**src/rtl/scroll_display_pkg.sv**
```systemverilog
// Shared seven-segment definitions for the scroll_display controller:
// segment bit order, blank pattern, and the hex glyph table with its decoder.
package scroll_display_pkg;

    // Cathode bit positions within the 7-bit segment bus {g,f,e,d,c,b,a}.
    typedef enum logic [2:0] {
        SEG_A = 3'd0,
        SEG_B = 3'd1,
        SEG_C = 3'd2,
        SEG_D = 3'd3,
        SEG_E = 3'd4,
        SEG_F = 3'd5,
        SEG_G = 3'd6
    } seg_bit_e;

    // All segments off (cathodes are active-low).
    localparam logic [6:0] SEG_OFF = 7'h7F;

    // Active-low hex glyphs, entry 0 in the least significant slot.
    localparam logic [15:0][6:0] SEG_TABLE = {
        7'h0E, 7'h06, 7'h21, 7'h46, 7'h03, 7'h08, 7'h10, 7'h00,
        7'h78, 7'h02, 7'h12, 7'h19, 7'h30, 7'h24, 7'h79, 7'h40
    };

    function automatic logic [6:0] seg_decode(input logic [3:0] nibble);
        return SEG_TABLE[nibble];
    endfunction

endpackage

```
**src/rtl/seg_scanner.sv**
```systemverilog
// Digit multiplexer: dwell counter, digit index, registered anode/cathode.
// Optional feature macro: SCROLL_GHOST_BLANK_EN inserts one blank cycle on
// every digit change so the previous digit cannot ghost onto the next one.
module seg_scanner
    import scroll_display_pkg::*;
#(
    parameter int NUM_DIGITS = 8,
    parameter int SCAN_DIV   = 100000,
    localparam int IW = $clog2(NUM_DIGITS)
) (
    input  logic                  clk,
    input  logic                  rst_n,
    input  logic [6:0]            seg_i,
    output logic [IW-1:0]         idx_o,
    output logic [NUM_DIGITS-1:0] anode_o,
    output logic [6:0]            cathode_o
);
    localparam int CW = $clog2(SCAN_DIV);
    localparam logic [CW-1:0]         CNT_LAST = CW'(SCAN_DIV - 1);
    localparam logic [IW-1:0]         IDX_LAST = IW'(NUM_DIGITS - 1);
    localparam logic [NUM_DIGITS-1:0] DIGIT0   = NUM_DIGITS'(1);

    logic [CW-1:0]         scan_cnt_q, scan_cnt_d;
    logic [IW-1:0]         idx_q, idx_d;
    logic [NUM_DIGITS-1:0] anode_q, anode_d;
    logic [6:0]            cathode_q, cathode_d;
    logic                  wrap_s;

    assign wrap_s    = (scan_cnt_q == CNT_LAST);
    assign idx_o     = idx_q;
    assign anode_o   = anode_q;
    assign cathode_o = cathode_q;

    // Advance the dwell counter and digit index; select the next anode/cathode pattern.
    always_comb begin
        scan_cnt_d = scan_cnt_q;
        idx_d      = idx_q;
        anode_d    = ~(DIGIT0 << idx_q);
        cathode_d  = seg_i;
        if (wrap_s) begin
            scan_cnt_d = '0;
            if (idx_q == IDX_LAST) begin
                idx_d = '0;
            end else begin
                idx_d = idx_q + IW'(1);
            end
        end else begin
            scan_cnt_d = scan_cnt_q + CW'(1);
        end
`ifdef SCROLL_GHOST_BLANK_EN
        if (wrap_s) begin
            anode_d   = '1;
            cathode_d = SEG_OFF;
        end else begin
            anode_d   = ~(DIGIT0 << idx_q);
            cathode_d = seg_i;
        end
`endif
    end

    // Scan state and display pins; reset blanks the display immediately.
    always_ff @(posedge clk or negedge rst_n) begin
        if (!rst_n) begin
            scan_cnt_q <= '0;
            idx_q      <= '0;
            anode_q    <= '1;
            cathode_q  <= SEG_OFF;
        end else begin
            scan_cnt_q <= scan_cnt_d;
            idx_q      <= idx_d;
            anode_q    <= anode_d;
            cathode_q  <= cathode_d;
        end
    end

endmodule

```
**src/rtl/scroll_display.sv**
```systemverilog
// Scrolling seven-segment controller: message buffer, scroll offset and
// step timer, window mux feeding the seg_scanner digit multiplexer.
// Optional feature macro: SCROLL_GHOST_BLANK_EN (handled in seg_scanner).
module scroll_display
    import scroll_display_pkg::*;
#(
    parameter int NUM_DIGITS = 8,
    parameter int BUF_DIGITS = 16,
    parameter int SCAN_DIV   = 100000,
    parameter int STEP_W     = 27,
    localparam int AW = $clog2(BUF_DIGITS)
) (
    input  logic                  clk,
    input  logic                  rst_n,
    input  logic                  wr_en,
    input  logic [AW-1:0]         wr_addr,
    input  logic [3:0]            wr_data,
    input  logic                  run,
    input  logic                  dir,
    input  logic [STEP_W-1:0]     step_div,
    output logic [NUM_DIGITS-1:0] anode,
    output logic [6:0]            cathode,
    output logic                  step_pulse
);
    localparam int IW = $clog2(NUM_DIGITS);
    localparam logic [AW-1:0] OFF_LAST = AW'(BUF_DIGITS - 1);
    localparam logic [AW:0]   BUF_LEN  = (AW + 1)'(BUF_DIGITS);

    logic [3:0]        msg_q [BUF_DIGITS];
    logic [3:0]        msg_d [BUF_DIGITS];
    logic [AW-1:0]     offset_q, offset_d;
    logic [STEP_W-1:0] step_cnt_q, step_cnt_d;
    logic              step_pulse_q, step_pulse_d;
    logic              step_s;
    logic              wr_ok_s;
    logic [IW-1:0]     scan_idx_s;
    logic [AW:0]       win_sum_s;
    logic [AW-1:0]     win_sel_s;
    logic [6:0]        seg_s;

    assign wr_ok_s    = ({1'b0, wr_addr} < BUF_LEN);
    assign step_pulse = step_pulse_q;

    // Message buffer write; out-of-range addresses are dropped.
    always_comb begin
        msg_d = msg_q;
        if (wr_en && wr_ok_s) begin
            msg_d[wr_addr] = wr_data;
        end else begin
            msg_d = msg_q;
        end
    end

    // Step timer: wraps at step_div-1 (also when step_div shrinks below the count).
    always_comb begin
        step_cnt_d = step_cnt_q;
        step_s     = 1'b0;
        if (step_div == '0) begin
            step_cnt_d = '0;
        end else if (run) begin
            if (step_cnt_q >= step_div - STEP_W'(1)) begin
                step_cnt_d = '0;
                step_s     = 1'b1;
            end else begin
                step_cnt_d = step_cnt_q + STEP_W'(1);
            end
        end else begin
            step_cnt_d = step_cnt_q;
        end
        step_pulse_d = step_s;
    end

    // Scroll offset moves one position per step with explicit wrap at both ends.
    always_comb begin
        offset_d = offset_q;
        if (step_s) begin
            if (dir) begin
                offset_d = (offset_q == OFF_LAST) ? '0 : offset_q + AW'(1);
            end else begin
                offset_d = (offset_q == '0) ? OFF_LAST : offset_q - AW'(1);
            end
        end else begin
            offset_d = offset_q;
        end
    end

    // Window mux: digit i shows buffer[(offset + i) mod BUF_DIGITS].
    always_comb begin
        win_sum_s = {1'b0, offset_q} + (AW + 1)'(scan_idx_s);
        if (win_sum_s >= BUF_LEN) begin
            win_sel_s = AW'(win_sum_s - BUF_LEN);
        end else begin
            win_sel_s = win_sum_s[AW-1:0];
        end
        seg_s = seg_decode(msg_q[win_sel_s]);
    end

    // Buffer, offset, step timer and step pulse registers.
    always_ff @(posedge clk or negedge rst_n) begin
        if (!rst_n) begin
            for (int i = 0; i < BUF_DIGITS; i++) begin
                msg_q[i] <= 4'h0;
            end
            offset_q     <= '0;
            step_cnt_q   <= '0;
            step_pulse_q <= 1'b0;
        end else begin
            msg_q        <= msg_d;
            offset_q     <= offset_d;
            step_cnt_q   <= step_cnt_d;
            step_pulse_q <= step_pulse_d;
        end
    end

    seg_scanner #(
        .NUM_DIGITS (NUM_DIGITS),
        .SCAN_DIV   (SCAN_DIV)
    ) u_scanner (
        .clk       (clk),
        .rst_n     (rst_n),
        .seg_i     (seg_s),
        .idx_o     (scan_idx_s),
        .anode_o   (anode),
        .cathode_o (cathode)
    );

endmodule

```
**config.mk**
```make
export PLATFORM = sky130hd
export DESIGN_NAME = scroll_display
export DESIGN_NICKNAME = d
export VERILOG_FILES = /design/src/rtl/scroll_display_pkg.sv /design/src/rtl/seg_scanner.sv /design/src/rtl/scroll_display.sv
export SDC_FILE = /design/constraint.sdc
export NUM_CORES = 1
export LEC_CHECK = 0
export BUFFER_PORTS_ARGS = -buffer_cell sky130_fd_sc_hd__buf_2
export CAP_MARGIN = 20
export CORE_UTILIZATION = 61
export CTS_CLUSTER_SIZE = 10
export DETAILED_ROUTE_END_ITERATION = 8
export PLACE_DENSITY = 0.85
export SYNTH_ARGS = -nofsm -noshare
export SYNTH_HDL_FRONTEND = slang
export SYNTH_SLANG_ARGS = --single-unit
```
**constraint.sdc**
```tcl
create_clock -name clk -period 4.4 [get_ports clk]
set_input_delay 0.22 -clock clk [delete_from_list [all_inputs] [get_ports clk]]
set_output_delay 0.22 -clock clk [all_outputs]
set_load 0.02 [all_outputs]
```
==> results.py, run 1 <==
metrics = {
    "grt": {
        "track_usage_pct": 28.7,
        "grt-ovfl-total": 0,
        "grt_pass1_vias": 5769,
        "grt_max_degree": 66,
        "grt_pass1_wl_um": 28000,
        "antenna_found_initial": 0,
    },
    "flow_run": {
        "drv_cap": 0,
    },
    "yosys": {
        "synthFlopType": "dfrtp_1",
        "yosysTopAreaCellShare_pct": 39.2,
        "synth_compound_area_share_pct": 4.74,
        "yosysMostFrequentCell": "dfrtp_1",
        "synth.mux.area_fraction_pct": 17.7,
        "synth_cell_types": 49,
        "synth_simple_gate_area_share_pct": 15.7,
        "synth_area_um2": 7400,
        "yosys.area_share.adder_pct": 8.22,
        "synth_area_leaders": "dfrtp_1, mux2_2, ha_1, mux4_2, dfstp_2",
        "synthCells": 666,
        "syn_area_per_cell_um2": 11.1,
        "synth_top_family_by_area": "multiplexers",
        "synthXorXnorAreaFrac_pct": 6.75,
        "synth_common_cells": "dfrtp_1, mux2_2, nor2_1",
        "yosys_warnings": 0,
        "synth_edf_count": 0,
        "seq_area_frac_synth_pct": 44.6,
        "ys_ff_latch": 131,
        "async_flop_share_pct": 100,
        "syn-num-nets": 754,
        "post-synth-top-area-cell": "dfrtp_1",
    },
    "drt": {
        "drc": 6,
        "ant_nets": 0,
        "wl_um": 16700,
        "highest_layer": "met4",
        "post_drt_wl_per_cell_um": 19.0,
        "drt_iter0_markers": 527,
        "via_per_inst": 6.27,
        "vias": 5534,
        "wirelength_met1_um": 6870,
        "drt_first_pass_iters": 7,
        "wl_met2_um": 8530,
        "wl_met3_um": 933,
    },
    "cts": {
        "clock_sinks": 131,
        "numCtsBuffers": 17,
        "cts-resized-gates": 0,
        "cts_htree_levels": 4,
        "cts_hold_buf": 1,
        "cts_tree": "built",
        "clkSlewWorstSetupHoldPaths_ns": 0.06,
        "clock-root-buffer": "clkbuf_16",
        "cts_buffer_depth": 2,
        "post_cts_buffers": 0,
        "insertion_delay_ns": 0.42,
    },
    "timing": {
        "period_minus_slack_ns": 3.97,
        "final_max_slew_viol_count": 0,
        "skew_ns": 0.00599,
        "worst_pin_slew_ns": 1.06,
        "finalSetupTns_ns": 0,
        "fmax_ghz": 0.252,
        "setup_viol": 0,
        "timing.slew.headroom_pct": 28.8,
        "hold_viol_final": 0,
        "fin_crit_sh_pct": 90.3,
        "rsz0062_at_grt": "false",
    },
    "cells_and_area": {
        "drive_gt1_share_pct": 27.7,
        "design.final.nets": 814,
        "antenna_cells": 0,
        "area_growth_pct": 14.0,
        "fill_cells": 744,
        "layout.cells.non_filler": 882,
    },
    "worst_setup_path": {
        "worstPathRequired_ns": 4.65,
        "r2r_slack_ns": 0.77,
        "r2r_cells": 11,
        "critPathCaptureType": "register",
        "worst-path-max-fanout": 9,
        "rr_startpoint": "offset_q[0]",
        "crit_arrival_ns": 4.23,
        "reg2reg_to": "u_scanner.cathode_o[3]",
        "critPathLaunchType": "input port",
        "path_class": "in -> reg",
    },
    "min_path": {
        "hold_path_depth": 3,
        "min-delay-path-class": "in -> reg",
        "hold_end": "step_cnt_q[1]",
        "min_from": "step_div[26]",
    },
    "floorplan": {
        "io_pins": 56,
        "core-area_um2": 11600,
        "std_cell_rows": 39,
        "die_height_um": 112,
        "start_util_pct": 63.7,
        "die_w_um": 112,
        "die_area_um2": 12600,
    },
    "outcome": {
        "failed_checks": "design-rule violations",
        "status": "finished, violations left",
    },
    "placement": {
        "dp_hpwl_um": 11500,
        "portBuffers": 55,
        "placedCellCount": 849,
        "place_congestion": 0.836,
    },
    "pwr": {
        "max-vdd-ir-drop_mv": 0.207,
        "p_leak_nw": 3.75,
        "p_per_area_nw_per_um2": 431,
        "power.total_w": 0.00363,
    },
}
-- cell families after synthesis --
group / count (synthesis)
AOI/OAI and AO/OA: 57
xor gates and xnor gates: 57
adders and majority gates: 48
buffers and inverters: 45
DFF: 131
muxes: 97
and+or+nand+nor: 231
-- area by class of cell --
type                    count  area [um^2]  area share, %
clock inverters            10          130           1.54
flip-flops and latches    131         3300           39.1
well taps                 143          179           2.12
clock buffers              22          474           5.62
inverters                  24         90.1           1.07
repair buffers             62          333           3.95
multi-input cells         490         3930           46.6
-- metal layers --
layer	global-route usage (%)	vias to the layer above
met5	0	-
met4	13.2	0
met3	5.29	44
met2	49.5	229
met1	35.2	2742
li1	-	2519
-- through the flow --
stage	hold slack [ns]	instance area [um^2]	utilization, %	worst slack (ns)
3_5_place_dp	0.166	7820	67.3	0.189
6_report	0.248	8430	72.6	0.425
2_1_floorplan	-0.0756	7400	-	0.604
4_1_cts	0.220	8430	72.6	0.559
3_3_place_gp	0.147	7820	67.3	0.397
5_1_grt	0.252	8430	72.6	0.175
-- report_power, final --
group,switching [W],internal [W],total (W),leakage [nW]
registers,0.000118,0.00141,0.00153,1.62
clock network,0.000511,0.000930,0.00144,0.296
logic,0.000332,0.000332,0.000664,1.83
total,0.000961,0.00267,0.00363,3.75
-- sequential cells by signal (all words and copies together) (netlist names) --
signal and count:
msg_q 64, offset_q 4, step_cnt_q 27, step_pulse 1
u_scanner.anode_o 8, u_scanner.cathode_o 7, u_scanner.idx_o 3, u_scanner.scan_cnt_q 17
-- worst max path at each step --
stage | to | startpoint | slack, ns | depth (start not counted)
after floorplan | step_cnt_q[10] | step_div[11] | 0.60 | 16
after global placement | offset_q[3] | step_div[11] | 0.40 | 15
after detailed placement | step_cnt_q[5] | step_div[5] | 0.19 | 16
after CTS | step_cnt_q[2] | step_div[5] | 0.56 | 16
after global routing | step_cnt_q[2] | step_div[2] | 0.18 | 16
final | step_cnt_q[2] | step_div[2] | 0.43 | 16
-- worst max-delay path: stages --
cell	delay [ns]
buf_2	0.12
nor3_1	0.39
nand3_1	0.26
or2_2	0.40
or3_1	0.42
nor4_1	0.24
xnor2_1	0.13
ha_1	0.28
nand4_1	0.15
nor3_1	0.33
a21oi_1	0.13
o211ai_1	0.12
a311oi_2	0.06
buf_4	0.20
nor2_1	0.59
nor4_1	0.17
-- layout by cell type, fill, tap and decap left out, types with 22 or more instances in the layout --
master	netlist	final
mux2_2	67	67
nor2_1	66	66
ha_1	47	47
xor2_1	22	22
inv_1	23	23
nand3_1	34	34
xnor2_1	35	35
buf_2	3	54
dfrtp_1	116	116
nand2_1	40	40
(Power assumes the default switching activity.)
==> run 2: changes to the inputs <==
Settings changed: CORE_UTILIZATION 61 to 30, PLACE_DENSITY 0.85 to 0.5.
==> run 2 against run 1 <==
The run now ends clean. Sequential power about the same. Sequential share of layout area fell by 1.2 points. Combinational power shrank 3.2%. Register-to-register slack improved by 0.43 ns. Utilization is 37 points lower. Fmax up 7.0%. Die area increased by 100%. Via count shrank 9.5%. Total power up 1.1%. Critical path type unchanged. Final cell count grew 21%. Highest routed layer unchanged.
==> results.py, run 2 (synthesis gave the netlist of run 1 again) <==
metrics = {
    "worst_setup_path": {
        "slowest_stage": "or4_1",
        "critPathCaptureType": "register",
        "cp_top_family": "simple AND/OR/NAND/NOR gates",
        "r2r_slack_ns": 1.20,
        "reg2reg_to": "u_scanner.cathode_o[3]",
        "path_buf_inv": 2,
        "critical_path_depth": 15,
        "crit_chain": "buf_2, or4_1, or2_2, or3_1, nor4_1, xnor2_1, ha_1, nand4_1, nor3_1, a21oi_1, o211ai_1, a311oi_2, buf_4, nor3_2, mux2_4",
        "worstPathRequired_ns": 4.70,
        "r2r_cells": 12,
        "critPathLaunchType": "input port",
        "max_stage_delay_ns": 0.64,
        "worst-path-max-fanout": 8,
        "rr_startpoint": "offset_q[0]",
        "worstSetupEndpoint": "offset_q[3]",
        "path_class": "in -> reg",
        "crit_start": "step_div[11]",
        "crit_arrival_ns": 4.01,
    },
    "grt": {
        "antenna_found_initial": 0,
        "grt_pass1_wl_um": 26400,
        "grt_pass1_vias": 4943,
        "grt_max_degree": 108,
        "track_usage_pct": 13.1,
        "grt-ovfl-total": 0,
    },
    "placement": {
        "dp_hpwl_um": 11100,
        "place_area_um2": 8060,
        "place_congestion": 0.754,
        "portBuffers": 55,
    },
    "pwr": {
        "max-vdd-ir-drop_mv": 0.239,
        "power.total_w": 0.00367,
        "p_per_area_nw_per_um2": 422,
        "p_leak_nw": 3.77,
    },
    "floorplan": {
        "die_height_um": 159,
        "die_area_um2": 25300,
        "start_util_pct": 30.5,
        "std_cell_rows": 57,
        "core-area_um2": 24200,
        "io_pins": 56,
        "die_w_um": 159,
    },
    "cells_and_area": {
        "top_regs": "msg_q (64), step_cnt_q (27), u_scanner.scan_cnt_q (17)",
        "mostFrequentLayoutCells": "dfrtp_1, mux2_2, nor2_1",
        "antenna_cells": 0,
        "largest_reg_flops": 64,
        "design.final.nets": 816,
        "regMostFlops": "msg_q",
        "final_common_cell": "dfrtp_1",
        "final_area_um2": 8710,
        "fill_cells": 2423,
        "fin_util_pct": 35.9,
        "area_growth_pct": 17.7,
        "drive_gt1_share_pct": 28.1,
    },
    "timing": {
        "period_minus_slack_ns": 3.71,
        "worst_pin_slew_ns": 1.04,
        "timing.slew.headroom_pct": 29.9,
        "hold_viol_final": 0,
        "skew_ns": 0.0101,
        "fmax_ghz": 0.269,
        "setup_viol": 0,
        "final_max_slew_viol_count": 0,
        "fin_crit_sh_pct": 84.4,
        "rsz0062_at_grt": "false",
        "finalSetupTns_ns": 0,
    },
    "cts": {
        "cts_buffer_depth": 2,
        "cts_tree": "built",
        "insertion_delay_ns": 0.42,
        "cts_htree_levels": 4,
        "numCtsBuffers": 17,
        "cts-resized-gates": 0,
        "clock_sinks": 131,
        "clkSlewWorstSetupHoldPaths_ns": 0.05,
        "clock-root-buffer": "clkbuf_16",
    },
    "drt": {
        "drt_first_pass_iters": 4,
        "ant_nets": 0,
        "drt_iter0_markers": 223,
        "drc": 0,
        "vias": 5008,
        "post_drt_wl_per_cell_um": 14.6,
        "via_per_inst": 4.70,
        "wl_um": 15500,
    },
    "flow_run": {
        "drv_cap": 0,
    },
    "min_path": {
        "min-delay-path-class": "in -> reg",
    },
    "outcome": {
        "status": "complete, no violations",
    },
}
run 2: stage by stage:
stage                     setup slack [ns]  instances  hold WS (ns)
after detailed placement             0.226       1032         0.439
after global routing                 0.376       1065         0.219
final                                0.686       1065         0.223
after global placement               0.313       1032         0.437
after floorplan                      0.604        666       -0.0756
after CTS                            0.662       1065         0.202
run 2: how the worst min path moves through the flow:
stage | from | to | slack (ns) | depth (start not counted)
3_3_place_gp | rst_n | msg_q[12] | 0.44 | 1
6_report | dir | offset_q[1] | 0.22 | 3
3_5_place_dp | rst_n | msg_q[13] | 0.44 | 1
4_1_cts | dir | offset_q[1] | 0.20 | 3
2_1_floorplan | rst_n | msg_q[0] | -0.08 | 0
5_1_grt | dir | offset_q[1] | 0.22 | 3
run 2: routing by layer:
layer  vias to the layer above  track usage (%)  wire length, um
met5                         -                0                0
met4                         0             4.72              225
met3                        15             2.79              432
met2                        60             19.9             7140
met1                      2421             18.3             7730
li1                       2512                -                -
run 2: what timing repair did:
item                                   in CTS  in global routing
buffers inserted                            0                  0
endpoints found under the hold margin      27                  0
hold buffers                                1                  0
run 2: worst register-to-register path, delay by kind of cell (launching register included):
kind                     cells  cell delay (ns)
adder cells (fa/ha/maj)      3             0.88
buffers and inverters        4             0.55
AO/OA/AOI/OAI                2             0.19
flip-flops                   1             0.43
multiplexers                 2             0.95
AND/OR/NAND/NOR              1             0.11
run 2: final cells by class:
type | count | area, um^2 | share of cell area, %
tap | 324 | 405 | 4.66
clock buffer | 20 | 457 | 5.24
timing repair buffer | 64 | 352 | 4.04
multi-input combinational | 490 | 3930 | 45.1
inverter | 24 | 90.1 | 1.03
clock inverter | 12 | 180 | 2.07
sequential | 131 | 3300 | 37.9
run 2: report_power, final:
group	leakage [nW]	internal (W)	total [W]	switching, W
Clock	0.307	0.000981	0.00152	0.000543
Combinational	1.84	0.000328	0.000643	0.000315
Sequential	1.62	0.00141	0.00150	0.0000962
